File: config.mk
export PLATFORM = sky130hd
export DESIGN_NAME = ball_animate_flat
export DESIGN_NICKNAME = d
export VERILOG_FILES = /design/src/rtl/breakout_pkg.sv /design/src/rtl/ball_animate_if.sv /design/src/rtl/ball_rom.sv /design/src/rtl/ball_animate.sv /design/src/flat_wrapper.sv
export SDC_FILE = /design/constraint.sdc
export NUM_CORES = 1
export LEC_CHECK = 0
export CELL_PAD_IN_SITES_DETAIL_PLACEMENT = 0
export CELL_PAD_IN_SITES_GLOBAL_PLACEMENT = 2
export CORE_ASPECT_RATIO = 2
export CORE_MARGIN = 10
export CORE_UTILIZATION = 25
export DETAILED_ROUTE_END_ITERATION = 10
export DONT_BUFFER_PORTS = 1
export PLACE_DENSITY_LB_ADDON = 0.08
export SLEW_MARGIN = 20
export SYNTH_ARGS = -nofsm -noshare
export SYNTH_HDL_FRONTEND = slang
export SYNTH_HIERARCHICAL = 1
export SYNTH_SLANG_ARGS = --single-unit
export TNS_END_PERCENT = 100
File: constraint.sdc
create_clock -name clk -period 10.2 [get_ports clk]
set_input_delay 2.04 -clock clk [delete_from_list [all_inputs] [get_ports clk]]
set_output_delay 2.04 -clock clk [all_outputs]
set_load 0.01 [all_outputs]
File: src/rtl/breakout_pkg.sv
// breakout_pkg: shared playfield geometry and ball FSM state type.
// Contents: MAX_X/MAX_Y playfield size, BAR_Y_T paddle top row, state_t {IDLE, MOVE, MISS}.
package breakout_pkg;
    localparam int MAX_X   = 640;
    localparam int MAX_Y   = 480;
    localparam int BAR_Y_T = 429;
    typedef enum logic [1:0] {IDLE = 2'd0, MOVE = 2'd1, MISS = 2'd2} state_t;
endpackage

File: src/rtl/ball_animate_if.sv
// ball_animate_if: frame tick, serve, raster and paddle inputs plus ball position/video/event outputs.
// Modports: master drives tick75hz, launch, pix_x/pix_y, bar_x_l/bar_x_r and observes the rest;
//           slave (ball_animate) drives ball_x/ball_y, ball_on, ball_rgb, hit, miss.
interface ball_animate_if;
    logic        tick75hz;
    logic        launch;
    logic [11:0] pix_x, pix_y;
    logic [11:0] bar_x_l, bar_x_r;
    logic [11:0] ball_x, ball_y;
    logic        ball_on;
    logic [23:0] ball_rgb;
    logic        hit, miss;
    modport master (
        output tick75hz, launch, pix_x, pix_y, bar_x_l, bar_x_r,
        input  ball_x, ball_y, ball_on, ball_rgb, hit, miss
    );
    modport slave (
        input  tick75hz, launch, pix_x, pix_y, bar_x_l, bar_x_r,
        output ball_x, ball_y, ball_on, ball_rgb, hit, miss
    );
endinterface

File: src/rtl/ball_rom.sv
// ball_rom: 8x8 round-ball mask, one row per address; bit 7 is the leftmost pixel.
// Ports: row (in, 3) mask row index; bits (out, 8) mask row.
module ball_rom (
    input  logic [2:0] row,
    output logic [7:0] bits
);
    localparam logic [7:0] ROM [8] = '{
        8'b0011_1100, 8'b0111_1110, 8'b1111_1111, 8'b1111_1111,
        8'b1111_1111, 8'b1111_1111, 8'b0111_1110, 8'b0011_1100
    };
    assign bits = ROM[row];
endmodule

File: src/rtl/ball_animate.sv
// ball_animate: bouncing ball FSM (IDLE park on paddle, MOVE with wall/paddle reflection, MISS hold-off).
// Ports: clk, reset_n (async active-low), bus (ball_animate_if.slave).
// Config: BALL_ROUND_EN defined -> round mask from ball_rom (BALL_SIZE must be 8); undefined -> square ball.
module ball_animate #(
    parameter int BALL_SIZE  = 8,
    parameter int BALL_V     = 2,
    parameter int MAX_X      = breakout_pkg::MAX_X,
    parameter int MAX_Y      = breakout_pkg::MAX_Y,
    parameter int BAR_Y_T    = breakout_pkg::BAR_Y_T,
    parameter int MISS_TICKS = 75
) (
    input logic           clk,
    input logic           reset_n,
    ball_animate_if.slave bus
);
    import breakout_pkg::*;

    localparam int CW = $clog2(MISS_TICKS + 1);
    localparam logic signed [12:0] VS = 13'(BALL_V);
    localparam logic signed [12:0] SS = 13'(BALL_SIZE);
    localparam logic [11:0] PARK_Y = 12'(BAR_Y_T - BALL_SIZE);
    localparam logic [11:0] RIGHT_X = 12'(MAX_X - BALL_SIZE);

    state_t          state;
    logic [11:0]     ball_x, ball_y;
    logic            vx_pos, vy_pos;
    logic [CW-1:0]   cnt;
    logic            hit, miss;
    logic signed [12:0] nx, ny;
    logic [12:0]     bar_mid;
    logic [11:0]     park_x;
    logic            wall_l, wall_r, wall_t, exit_b, bounce;
    logic            in_box, mask;

    // Next position uses a signed intermediate so walls can be detected before wrap.
    assign nx      = $signed({1'b0, ball_x}) + (vx_pos ? VS : -VS);
    assign ny      = $signed({1'b0, ball_y}) + (vy_pos ? VS : -VS);
    assign wall_l  = nx <= 0;
    assign wall_r  = nx + SS >= 13'(MAX_X);
    assign wall_t  = ny <= 0;
    assign exit_b  = ny >= 13'(MAX_Y);
    // Paddle: moving down, crossing the paddle top this tick, x-span overlapping the paddle.
    assign bounce  = vy_pos && (ny + SS >= 13'(BAR_Y_T))
                  && ({1'b0, ball_y} + 13'(BALL_SIZE) < 13'(BAR_Y_T + BALL_V + 1))
                  && ({1'b0, ball_x} + 13'(BALL_SIZE - 1) >= {1'b0, bus.bar_x_l})
                  && (ball_x <= bus.bar_x_r);
    assign bar_mid = ({1'b0, bus.bar_x_l} + {1'b0, bus.bar_x_r}) >> 1;
    assign park_x  = bar_mid[11:0] - 12'(BALL_SIZE / 2);

    always_ff @(posedge clk or negedge reset_n) begin
        if (!reset_n) begin
            state  <= IDLE;
            ball_x <= 12'(MAX_X / 2 - BALL_SIZE / 2);
            ball_y <= PARK_Y;
            vx_pos <= 1'b1;
            vy_pos <= 1'b0;
            cnt    <= '0;
            hit    <= 1'b0;
            miss   <= 1'b0;
        end else begin
            hit  <= 1'b0;
            miss <= 1'b0;
            if (bus.tick75hz) begin
                if (state == MISS) begin
                    cnt <= cnt + 1'b1;
                    if (cnt == CW'(MISS_TICKS - 1)) begin
                        state  <= IDLE;
                        cnt    <= '0;
                        vx_pos <= 1'b1;
                        vy_pos <= 1'b0;
                    end
                end else if (state == IDLE && !bus.launch) begin
                    ball_x <= park_x;
                    ball_y <= PARK_Y;
                    vx_pos <= 1'b1;
                    vy_pos <= 1'b0;
                end else begin
                    // MOVE, or the launch tick out of IDLE (velocity already +V/-V).
                    state  <= exit_b ? MISS : MOVE;
                    ball_x <= wall_l ? '0 : wall_r ? RIGHT_X : nx[11:0];
                    vx_pos <= wall_l ? 1'b1 : wall_r ? 1'b0 : vx_pos;
                    ball_y <= wall_t ? '0 : bounce ? PARK_Y : ny[11:0];
                    vy_pos <= wall_t ? 1'b1 : bounce ? 1'b0 : vy_pos;
                    hit    <= bounce;
                    miss   <= exit_b;
                end
            end
        end
    end

    assign in_box = ({1'b0, bus.pix_x} >= {1'b0, ball_x}) && ({1'b0, bus.pix_x} < {1'b0, ball_x} + 13'(BALL_SIZE))
                 && ({1'b0, bus.pix_y} >= {1'b0, ball_y}) && ({1'b0, bus.pix_y} < {1'b0, ball_y} + 13'(BALL_SIZE));

`ifdef BALL_ROUND_EN
    logic [7:0] rom_bits;
    logic [2:0] dx, dy;
    if (BALL_SIZE != 8) begin : g_size_chk
        $error("BALL_ROUND_EN requires BALL_SIZE == 8");
    end
    assign dx = bus.pix_x[2:0] - ball_x[2:0];
    assign dy = bus.pix_y[2:0] - ball_y[2:0];
    ball_rom u_rom (.row(dy), .bits(rom_bits));
    assign mask = rom_bits[3'd7 - dx];
`else
    assign mask = 1'b1;
`endif

    assign bus.ball_x   = ball_x;
    assign bus.ball_y   = ball_y;
    assign bus.ball_on  = in_box && mask && (state != MISS);
    assign bus.ball_rgb = 24'hFFFFFF;
    assign bus.hit      = hit;
    assign bus.miss     = miss;
endmodule

File: src/flat_wrapper.sv
// flat-port wrapper written by rule: the top's interface ports become plain ports
module ball_animate_flat import breakout_pkg::*;
#(
    parameter int BALL_SIZE  = 8,
    parameter int BALL_V     = 2,
    parameter int MAX_X      = breakout_pkg::MAX_X,
    parameter int MAX_Y      = breakout_pkg::MAX_Y,
    parameter int BAR_Y_T    = breakout_pkg::BAR_Y_T,
    parameter int MISS_TICKS = 75
)
  (clk, reset_n, bus_tick75hz, bus_launch, bus_pix_x, bus_pix_y, bus_bar_x_l, bus_bar_x_r, bus_ball_x, bus_ball_y, bus_ball_on, bus_ball_rgb, bus_hit, bus_miss);
  ball_animate_if bus_i ();
  input logic clk;
  input logic reset_n;
  input wire logic [$bits(bus_i.tick75hz)-1:0] bus_tick75hz;
  input wire logic [$bits(bus_i.launch)-1:0] bus_launch;
  input wire logic [$bits(bus_i.pix_x)-1:0] bus_pix_x;
  input wire logic [$bits(bus_i.pix_y)-1:0] bus_pix_y;
  input wire logic [$bits(bus_i.bar_x_l)-1:0] bus_bar_x_l;
  input wire logic [$bits(bus_i.bar_x_r)-1:0] bus_bar_x_r;
  output wire logic [$bits(bus_i.ball_x)-1:0] bus_ball_x;
  output wire logic [$bits(bus_i.ball_y)-1:0] bus_ball_y;
  output wire logic [$bits(bus_i.ball_on)-1:0] bus_ball_on;
  output wire logic [$bits(bus_i.ball_rgb)-1:0] bus_ball_rgb;
  output wire logic [$bits(bus_i.hit)-1:0] bus_hit;
  output wire logic [$bits(bus_i.miss)-1:0] bus_miss;
  assign bus_i.tick75hz = bus_tick75hz;
  assign bus_i.launch = bus_launch;
  assign bus_i.pix_x = bus_pix_x;
  assign bus_i.pix_y = bus_pix_y;
  assign bus_i.bar_x_l = bus_bar_x_l;
  assign bus_i.bar_x_r = bus_bar_x_r;
  assign bus_ball_x = bus_i.ball_x;
  assign bus_ball_y = bus_i.ball_y;
  assign bus_ball_on = bus_i.ball_on;
  assign bus_ball_rgb = bus_i.ball_rgb;
  assign bus_hit = bus_i.hit;
  assign bus_miss = bus_i.miss;
  ball_animate #(.BALL_SIZE(BALL_SIZE), .BALL_V(BALL_V), .MAX_X(MAX_X), .MAX_Y(MAX_Y), .BAR_Y_T(BAR_Y_T), .MISS_TICKS(MISS_TICKS)) u_core (.clk(clk), .reset_n(reset_n), .bus(bus_i));
endmodule
==> qor.csv <==
metric,value,unit
status,completed,
drt.antenna.violating_nets,0,
ys_seq_area_frac,0.1487,
io_buffers,0,
cts_setup_buffers,0,
max_clock_freq,157.7,MHz
grt_max_degree,38,
final-seq-area,939.7,um^2
mostFrequentLayoutCells,"ha_1, inv_1, nor2_1, a21oi_1, xnor2_1",
ys_types,85,
cts_sinks,37,
mostFrequentLayoutCell,ha_1,
p_int,963.8,uW
cts_buffer_depth,2,
finalMaxSlewViolations,0,
rsz0062_at_grt,false,
gp_congestion,0.8066,
leakage,2.974,nW
critical_path_class,primary input to output port,
slew_headroom,0.4505,
wire_per_inst,21.78,um
routed_wl,24.42,mm
row_count,82,
final_nets,948,
cp_top_family,compound AO/OA/AOI/OAI gates,
dr_total_vias,5782,
p_total,2.263,mW
switching_share,0.5741,
synthCells,788,
fillers,2816,
grt_pass1_wl,36.28,mm
p_comb_frac,0.750,
numCtsBuffers,5,
initialDrtViolationCount,182,
dp_worst_setup_slack,3.751,ns
die_w,132.4,um
slowest_stage,or4_1,
cp_cell_sequence,ha_1 -> nor2b_1 -> o21ai_0 -> a21oi_1 -> o21a_1 -> o21a_1 -> o2111ai_1 -> a21oi_1 -> or4_1 -> nor3_1,
holdWs,0.5024,ns
die_height,244.8,um
place_hpwl,21.17,mm
critPathLaunchType,primary input,
vdd_drop_max,0.0001830,V
cts_tree,done,
drt_first_pass_iters,4,
synth_seq_cells,37,
fin_cells,1121,
start_util,0.2524,
required,8.16,ns
clkLatencyLatePin,0.30,ns
critPathBufInv,0,
synth_ff_type,dfrtp_1,
placedCellCount,1113,
max_stage_delay,0.48,ns
cts_resized,0,
io_pins,103,
drc_errors,0,
setup_ws,3.859,ns
final_util,0.2698,
fin_area,6754,um^2
antenna_found_initial,0,
ys_warn_count,6,
setup_violations,0,
area_growth,6.891,%
end_kind,output port,
p_seq_frac,0.180,
cp_max_fo,2,
finalCritPeriodShare,0.6217,
core_area,25030,um^2
arrival,4.30,ns
powerDensity,335.0,nW/um^2
skew,0.009548,ns
postPlaceCellArea,6615,um^2
drive_gt1_frac,0.06369,
netlist_area,6319,um^2
num_antenna_cells,0,
multi_input_area,4940,um^2
fin_tns_setup,0,ns
clkPwrFrac,0.070,
rrSetupSlack,5.55,ns
ctsHtreeMaxLevel,2,
syn_avg_cell_area,8.018,um^2
die_area,32420,um^2
maxCapViolations,0,
p_switching,1.299,mW
synthArstFlopShare,1.000,
holdBufCountCts,0,
routed_via_density,5.158,
overflow,0,
hold_viol_final,0,
grtUsageTotal,0.1467,
hp-class,flop to flop,
clockRootBuffer,clkbuf_16,
period_needed,6.341,ns
worst-slew-pin-transition,0.8114,ns
grt_pass1_vias,6036,
clkTransAtPathRegs,0.06,ns
synth_edf_count,0,
-- synthesized netlist by cell type, types with 16 or more instances --
| master | number | area (um^2) |
|---|---|---|
| dfrtp_1 | 26 | 650.6 |
| nor3_1 | 24 | 120.1 |
| ha_1 | 109 | 1364 |
| o21ai_0 | 40 | 200.2 |
| xnor2_1 | 42 | 367.9 |
| nor2_1 | 67 | 251.5 |
| inv_1 | 78 | 292.8 |
| nand2_1 | 34 | 127.6 |
| a21oi_1 | 51 | 255.2 |
| buf_4 | 24 | 180.2 |
| nor2b_1 | 16 | 100.1 |
| nand3_1 | 18 | 90.09 |
-- worst paths after layout --
path / from / end / depth (start not counted)
max: bus_pix_x[1] / bus_ball_on / 10
min: u_core/cnt[5] / u_core/cnt[5] / 1
max reg2reg: u_core/vy_pos / u_core/bus.ball_y[4] / 13
min reg2reg: u_core/cnt[5] / u_core/cnt[5] / 1
max in group asynchronous: reset_n / u_core/bus.ball_y[2] / 0
min in group asynchronous: reset_n / u_core/bus.miss / 0
-- kinds of logic after synthesis --
family          after synthesis  share of synthesized area
buf+inv                     115                    0.08317
fa+ha+maj                   112                     0.2253
compound gates              224                     0.2519
other cells                   1                  0.0005935
mux                           5                   0.008119
simple gates                238                     0.2046
xor+xnor                     56                    0.07762
flops                        37                     0.1487
-- flip-flops by register name (all words and copies together), names as in the netlist --
signal             flops
u_core/bus.ball_x     12
u_core/bus.ball_y     12
u_core/cnt             7
u_core/state           2
u_core/bus.hit         1
u_core/bus.miss        1
u_core/vx_pos          1
u_core/vy_pos          1
-- power groups by stage --
stage               sequential [mW]  clock [mW]  combinational (mW)
floorplan                     0.318           0                1.28
global placement              0.422           0                1.70
detailed placement            0.422           0                1.71
CTS                           0.419       0.165                1.72
global route                  0.426       0.171                1.91
finish                        0.406       0.159                1.70
-- metal layers --
layer	track usage	share of wire	vias up
met2	0.3199	0.62	105
met3	0.03846	0.058	33
li1	-	-	2843
met5	0	0	-
met4	0.06730	0.038	0
met1	0.1097	0.29	2801
-- area by class of cell --
cell class,instances,area share
Clock buffer,6,0.01908
Clock inverter,2,0.001482
Inverter,78,0.04335
Multi-Input combinational cell,659,0.7314
Sequential cell,37,0.1391
Tap cell,336,0.06225
Timing Repair Buffer,3,0.003335
Power figures use the tool's default switching activity.
